### config.mk
export PLATFORM = sky130hd
export DESIGN_NAME = cycle_term_gen
export DESIGN_NICKNAME = d
export VERILOG_FILES = /design/src/rtl/cycle_term_pkg.sv /design/src/rtl/term_sel_enc.sv /design/src/rtl/cycle_term_gen.sv
export SDC_FILE = /design/constraint.sdc
export NUM_CORES = 1
export LEC_CHECK = 0
export ABC_CLOCK_PERIOD_IN_PS = 2300
export CAP_MARGIN = 20
export CORE_ASPECT_RATIO = 1.25
export CORE_MARGIN = 2
export CORE_UTILIZATION = 38
export CTS_CLUSTER_DIAMETER = 50
export DETAILED_ROUTE_END_ITERATION = 6
export PLACE_DENSITY = 0.79
export SLEW_MARGIN = 20
export SYNTH_ARGS = -nofsm -noshare
export SYNTH_HDL_FRONTEND = slang
export SYNTH_SLANG_ARGS = --single-unit
### constraint.sdc
create_clock -name nCPUCLK -period 2.3 [get_ports nCPUCLK]
set_clock_uncertainty 0.05 [all_clocks]
set_input_delay 0.345 -clock nCPUCLK [delete_from_list [all_inputs] [get_ports nCPUCLK]]
set_output_delay 0.345 -clock nCPUCLK [all_outputs]
set_load 0.02 [all_outputs]
### src/rtl/cycle_term_pkg.sv
// Shared types and width helpers for the bus-cycle termination generator.
package cycle_term_pkg;

    typedef enum logic [1:0] {
        ST_IDLE  = 2'd0,
        ST_COUNT = 2'd1,
        ST_TERM  = 2'd2,
        ST_ERR   = 2'd3
    } term_state_t;

    localparam term_state_t ST_RESET = ST_IDLE;

    function automatic int ch_width(input int n);
        return (n > 1) ? $clog2(n) : 1;
    endfunction

    function automatic int to_width(input int t);
        return (t > 0) ? $clog2(t + 1) : 1;
    endfunction

endpackage

### src/rtl/term_sel_enc.sv
// Lowest-index-wins priority encoder over active-high requests.
module term_sel_enc #(
    parameter int N  = 4,
    parameter int IW = 2
) (
    input  logic [N-1:0]  req,
    output logic          valid,
    output logic [IW-1:0] index
);

    always_comb begin
        valid = 1'b0;
        index = '0;
        for (int i = N - 1; i >= 0; i--) begin
            if (req[i]) begin
                valid = 1'b1;
                index = IW'(i);
            end
        end
    end

endmodule

### src/rtl/cycle_term_gen.sv
// Bus-cycle termination generator: per-channel wait counts delay DSK_.
// Optional bus-error timeout is compiled in with CYCLE_TERM_TIMEOUT_EN.
//
// state | meaning
// IDLE  | waiting for AS_ low with an uninhibited select
// COUNT | latched wait count running down
// TERM  | DSK_ asserted until AS_ rises
// ERR   | BERR_ asserted until AS_ rises (timeout only)
module cycle_term_gen
    import cycle_term_pkg::*;
#(
    parameter int NCH       = 4,
    parameter int CNT_W     = 4,
    parameter int TO_CYCLES = 255
) (
    input  logic                     nCPUCLK,
    input  logic                     RESET_,
    input  logic                     AS_,
    input  logic [NCH-1:0]           SEL_,
    input  logic [NCH-1:0]           INHIBIT,
    input  logic                     RW,
    input  logic [NCH*CNT_W-1:0]     WAIT_RD,
    input  logic [NCH*CNT_W-1:0]     WAIT_WR,
    output logic                     DSK_,
    output logic                     BERR_,
    output logic                     BUSY,
    output logic [ch_width(NCH)-1:0] CH
);

    localparam int CH_W = ch_width(NCH);
    localparam int TO_W = to_width(TO_CYCLES);

    term_state_t      state_q, state_d;
    logic [CNT_W-1:0] cnt_q, cnt_d;
    logic [CH_W-1:0]  ch_q, ch_d;
    logic             dsk_q, dsk_d;
    logic             berr_q;
    logic             sel_valid;
    logic [CH_W-1:0]  sel_idx;

    term_sel_enc #(
        .N  (NCH),
        .IW (CH_W)
    ) u_sel_enc (
        .req   (~SEL_),
        .valid (sel_valid),
        .index (sel_idx)
    );

`ifdef CYCLE_TERM_TIMEOUT_EN
    logic            berr_d;
    logic [TO_W-1:0] to_q, to_d;
`else
    logic [TO_W-1:0] unused_to_cfg;
    assign unused_to_cfg = TO_W'(TO_CYCLES);
    assign berr_q        = 1'b1;
`endif

    always_comb begin
        state_d = state_q;
        cnt_d   = cnt_q;
        ch_d    = ch_q;
        dsk_d   = dsk_q;
`ifdef CYCLE_TERM_TIMEOUT_EN
        berr_d  = berr_q;
        to_d    = to_q;
`endif
        if (AS_) begin
            state_d = ST_IDLE;
            cnt_d   = '0;
            dsk_d   = 1'b1;
`ifdef CYCLE_TERM_TIMEOUT_EN
            berr_d  = 1'b1;
            to_d    = '0;
`endif
        end else begin
            unique case (state_q)
                ST_IDLE: begin
                    if (sel_valid && !INHIBIT[sel_idx]) begin
                        ch_d    = sel_idx;
                        cnt_d   = RW ? WAIT_RD[int'(sel_idx)*CNT_W +: CNT_W]
                                     : WAIT_WR[int'(sel_idx)*CNT_W +: CNT_W];
                        state_d = ST_COUNT;
                    end
                end
                ST_COUNT: begin
                    if (cnt_q == '0) begin
                        dsk_d   = 1'b0;
                        state_d = ST_TERM;
                    end else begin
                        cnt_d = cnt_q - CNT_W'(1);
                    end
                end
                ST_TERM, ST_ERR: begin
                end
                default: state_d = ST_IDLE;
            endcase
`ifdef CYCLE_TERM_TIMEOUT_EN
            // A termination landing on the same edge as the timeout wins.
            if (dsk_q) begin
                if (to_q != TO_W'(TO_CYCLES))
                    to_d = to_q + TO_W'(1);
                if (to_q == TO_W'(TO_CYCLES - 1) && dsk_d) begin
                    berr_d  = 1'b0;
                    state_d = ST_ERR;
                end
            end
`endif
        end
    end

    always_ff @(posedge nCPUCLK or negedge RESET_) begin
        if (!RESET_) begin
            state_q <= ST_RESET;
            cnt_q   <= '0;
            ch_q    <= '0;
            dsk_q   <= 1'b1;
`ifdef CYCLE_TERM_TIMEOUT_EN
            berr_q  <= 1'b1;
            to_q    <= '0;
`endif
        end else begin
            state_q <= state_d;
            cnt_q   <= cnt_d;
            ch_q    <= ch_d;
            dsk_q   <= dsk_d;
`ifdef CYCLE_TERM_TIMEOUT_EN
            berr_q  <= berr_d;
            to_q    <= to_d;
`endif
        end
    end

    assign DSK_  = dsk_q | AS_;
    assign BERR_ = berr_q | AS_;
    assign BUSY  = (state_q != ST_IDLE);
    assign CH    = ch_q;

endmodule

* After elaboration in Yosys (flattened, before gate mapping) *
Cells that the tools add are included.

operators by class
  $add $sub $neg = 1
  magnitude comparators = 1
  equality and inequality tests = 4
  shift-type cells = 2
  multiplexer cells = 22
  bitwise logic cells = 3
  reductions and logical operators = 12

operator list
  kind                 number
  $shiftx 16x5->4      2
  $mux 4               4
  $mux 2               7
  $ne 3x3->1 const B   3
  $reduce_and 3->1     3
  $mux 1               8
  $pmux 4 s2           1
  $reduce_bool 2->1    3
  $logic_not 4->1      1
  $not 4->4            1
  $pmux 2 s2           1
  $sub 4x1->4 const B  1
  $lt 2x3->1 const B   1
  $reduce_bool 3->1    1
  $bmux 1 s2           1
  $eq 2x1->1 const B   1
  $logic_not 2->1      1
  $reduce_and 2->1     1
  $logic_and 1x1->1    1
  $logic_not 1->1      1
  $not 1->1            1
  $or 1x1->1           1

word-level totals
  register bits after elaboration = 9
  word-level logic and storage cells = 49

* Longest topological paths before layout *
  word-level depth = 12
  mapped depth = 7
  depth with buffers taken out = 7

* Hierarchy *
A second synthesis with hierarchy kept.

second synthesis, totals
  cells, all modules = 89
  area, all modules = 894.6 um^2

modules (own cells, without submodules)
  module          times used  cells each  area each (um^2)  seq. area each (um^2)
  cycle_term_gen  1           82          859.6             226.5
  term_sel_enc    1           7           35.0              0.0

* Worst setup path after synthesis *
OpenSTA, ideal clock, no wires.

  path kind = input -> register
  start point = in SEL_[3]
  end point = reg cnt_q[2]
  library setup time = 0.121 ns
  arrival time = 1.672 ns
  required time = 2.129 ns
  path slack = 0.457 ns
  stages on the path = 6
  path through = nand2b_2 > a21oi_4 > mux4_2 > nor2_1 > o41ai_2 > a22o_1

on the way
  word-level cells in the longest chain between the ends = 11
  elaborated cells on any way between the ends = 21

RTL lines
  element                                                                   line                   source
  from (decl)                                                               cycle_term_gen.sv:19   input logic [NCH-1:0] SEL_,
  $not 4->4 (*)                                                             cycle_term_gen.sv:45   .req (~SEL_),
  parallel branches: the longest is 10 deep, another holds $shiftx 16x5->4  --
  to (signal assigned)                                                      cycle_term_gen.sv:124  cnt_q <= cnt_d;
  to (decl)                                                                 cycle_term_gen.sv:34   logic [CNT_W-1:0] cnt_q, cnt_d;

Every way passes the cells marked *. The select of a mux whose other input is x is not followed.
A chain may end at the register's enable or synchronous reset.

* Worst setup path after layout *
  start point = in SEL_[0]
  end point = reg cnt_q[2]

on the way
  word-level cells in the longest chain between the ends = 8
  elaborated cells on any way between the ends = 15

RTL lines
  element                                                                  line
  $not 4->4 (*)                                                            cycle_term_gen.sv:45
  parallel branches: the longest is 7 deep, another holds $shiftx 16x5->4  --

Marks and branches as above.

==> results.json <==
{
  "setup-violations-final": 0,
  "drt_iter0_markers": 22,
  "synthFlopType": "dfrtp_1",
  "place_ws_ns": -0.0424,
  "layout-drive-gt1-share": 0.168,
  "grt-ovfl-total": 0,
  "die_width_microns": 47,
  "vdd_drop_max_mv": 0.343,
  "seq_area_sq_um": 226,
  "die_area_sq_mm": 0.00271,
  "io_pins": 49,
  "crit_path_end_kind": "register",
  "final_util": 0.670,
  "start_util": 0.402,
  "synth_area_sq_um": 878,
  "root_buffer": "clkbuf_4",
  "cap_viol_max_count": 0,
  "grt_pass1_vias": 1040,
  "yosys_warnings": 0,
  "setup_ws_ns": 0.215,
  "rsz0062_at_grt": "no",
  "wl_per_cell_microns": 13.5,
  "fmax_mhz": 480,
  "layout_commonest_cell": "clkdlybuf4s50_1",
  "grt_usage": 0.200,
  "htreeDepth": 1,
  "syn_area_per_cell_sq_um": 9.55,
  "syn_inst": 92,
  "worst_path_largest_cell_delay_ns": 0.50,
  "routed_wl_mm": 2.42,
  "seq_area_frac_synth": 0.258,
  "dpl_cell_area_sq_mm": 0.00144,
  "hpwl_mm": 2.09,
  "cp_max_fo": 4,
  "cts_tree": "done",
  "grt_max_degree": 11,
  "core_area_sq_mm": 0.00219,
  "cp_slowest_cell": "clkdlybuf4s50_1",
  "layoutNonFillerInstCount": 180,
  "antenna_found_initial": 0,
  "viasPerCell": 5.44,
  "multi_input_area_sq_um": 614,
  "antenna_left": 0,
  "design_area_sq_mm": 0.00147,
  "hold_class": "in -> async",
  "cts_setup_buffers": 0,
  "layout_common_cells": "clkdlybuf4s50_1, buf_4, dfrtp_1",
  "async_flop_share": 1.00,
  "gp_congestion": 0.870,
  "synth_edf_count": 0,
  "numCtsBuffers": 3,
  "cp-start-kind": "input pin",
  "clk_path_buf_depth": 2,
  "fin_crit_sh": 0.906,
  "worstPathRequired_ns": 2.39,
  "outcome": "complete, no violations",
  "crit_type": "in -> reg",
  "cts_hold_buf": 0,
  "cp_cell_sequence": "clkdlybuf4s50_1 > buf_4 > nand2_2 > a21oi_2 > mux2_2 > nor3b_1 > o41ai_2 > a22o_1",
  "post_cts_resized": 0,
  "ys_ff_latch": 9,
  "cellPowerDensity_mw_per_mm2": 615,
  "clkTransAtPathRegs_ns": 0.07,
  "fp.dieH_microns": 57.8,
  "post-route-min-period_ns": 2.08,
  "synthToLayoutAreaGrowth_pct": 67.0,
  "finalHoldViolations": 0,
  "drc": 0,
  "leakagePower_nw": 0.597,
  "ys_types": 47,
  "tns_ns": 0,
  "grt_pass1_wl_mm": 4.10,
  "placementRows": 19,
  "syn-num-nets": 138,
  "clock_sinks": 9,
  "clk_latency_ns": 0.26,
  "num_antenna_cells": 0,
  "fillers": 189,
  "placed_cells": 176,
  "port_buffers": 47,
  "vias": 980,
  "firstDrtPassIters": 5,
  "nets": 196,
  "maxSlewViolCount": 0,
  "arrival_ns": 2.18
}
flip-flops by register name (all words and copies together) (netlist names):
name     flops
cnt_q        4
CH           2
state_q      2
dsk_q        1
metal layers:
layer,routed length (microns),vias to the layer above,track usage
met3,191,3,0.0467
met4,15,0,0.0317
met2,1330,53,0.370
met1,883,457,0.226
met5,0,-,0
li1,-,467,-
critical path: cells and delay by family:
kind / cells / cell delay (ns)
multiplexers: 1 / 0.36
AND/OR/NAND/NOR: 2 / 0.37
AO/OA/AOI/OAI: 3 / 0.45
buffers and inverters: 2 / 0.65
synthesized netlist by cell type, types with 3 or more instances:
library cell,number,area (sq um)
nor2b_1,3,18.8
a21oi_1,4,20.0
dfrtp_1,8,200
nor2_1,4,15.0
or3_1,3,18.8
inv_1,4,15.0
nand2b_1,4,25.0
nand3b_1,3,22.5
mux2i_1,4,40.0
nor3_1,3,15.0
nand2_1,3,11.3
worst paths after layout:
path / start / to / slack, ns / cells past startpoint
worst max-delay path: SEL_[0] / cnt_q[2] / 0.22 / 8
worst min-delay path: RESET_ / state_q[0] / 0.32 / 1
worst max register to register: cnt_q[0] / CH[0] / 0.38 / 7
worst min register to register: dsk_q / dsk_q / 0.43 / 2
max in group asynchronous: RESET_ / dsk_q / 1.56 / 1
min in group nCPUCLK: dsk_q / dsk_q / 0.43 / 2
report_power, final:
part	switching, mW	internal, mW	total, mW
Clock	0.0576	0.0668	0.124
Sequential	0.0586	0.216	0.275
Combinational	0.232	0.271	0.503
Total	0.349	0.554	0.902
per-stage QoR:
stage	total power, mW	hold WS [ns]
final	0.902	0.324
after global placement	0.759	0.419
after global routing	0.970	0.354
after detailed placement	0.776	0.427
after CTS	0.904	0.335
after floorplan	0.560	-0.000591
area by class of cell:
class,instances,area share
repair buffers,57,0.372
well taps,31,0.0265
inverters,4,0.0102
flip-flops and latches,9,0.154
clock buffers,4,0.0179
multi-input cells,75,0.419
cell families after synthesis:
family,count (synthesis),synth area share
other,1,0.00427
adders and majority gates,2,0.0285
muxes,11,0.195
buffers and inverters,8,0.0427
and+or+nand+nor,35,0.238
AOI/OAI and AO/OA,26,0.234
DFF,9,0.258
Note: power is estimated with default switching activity, not from simulation.
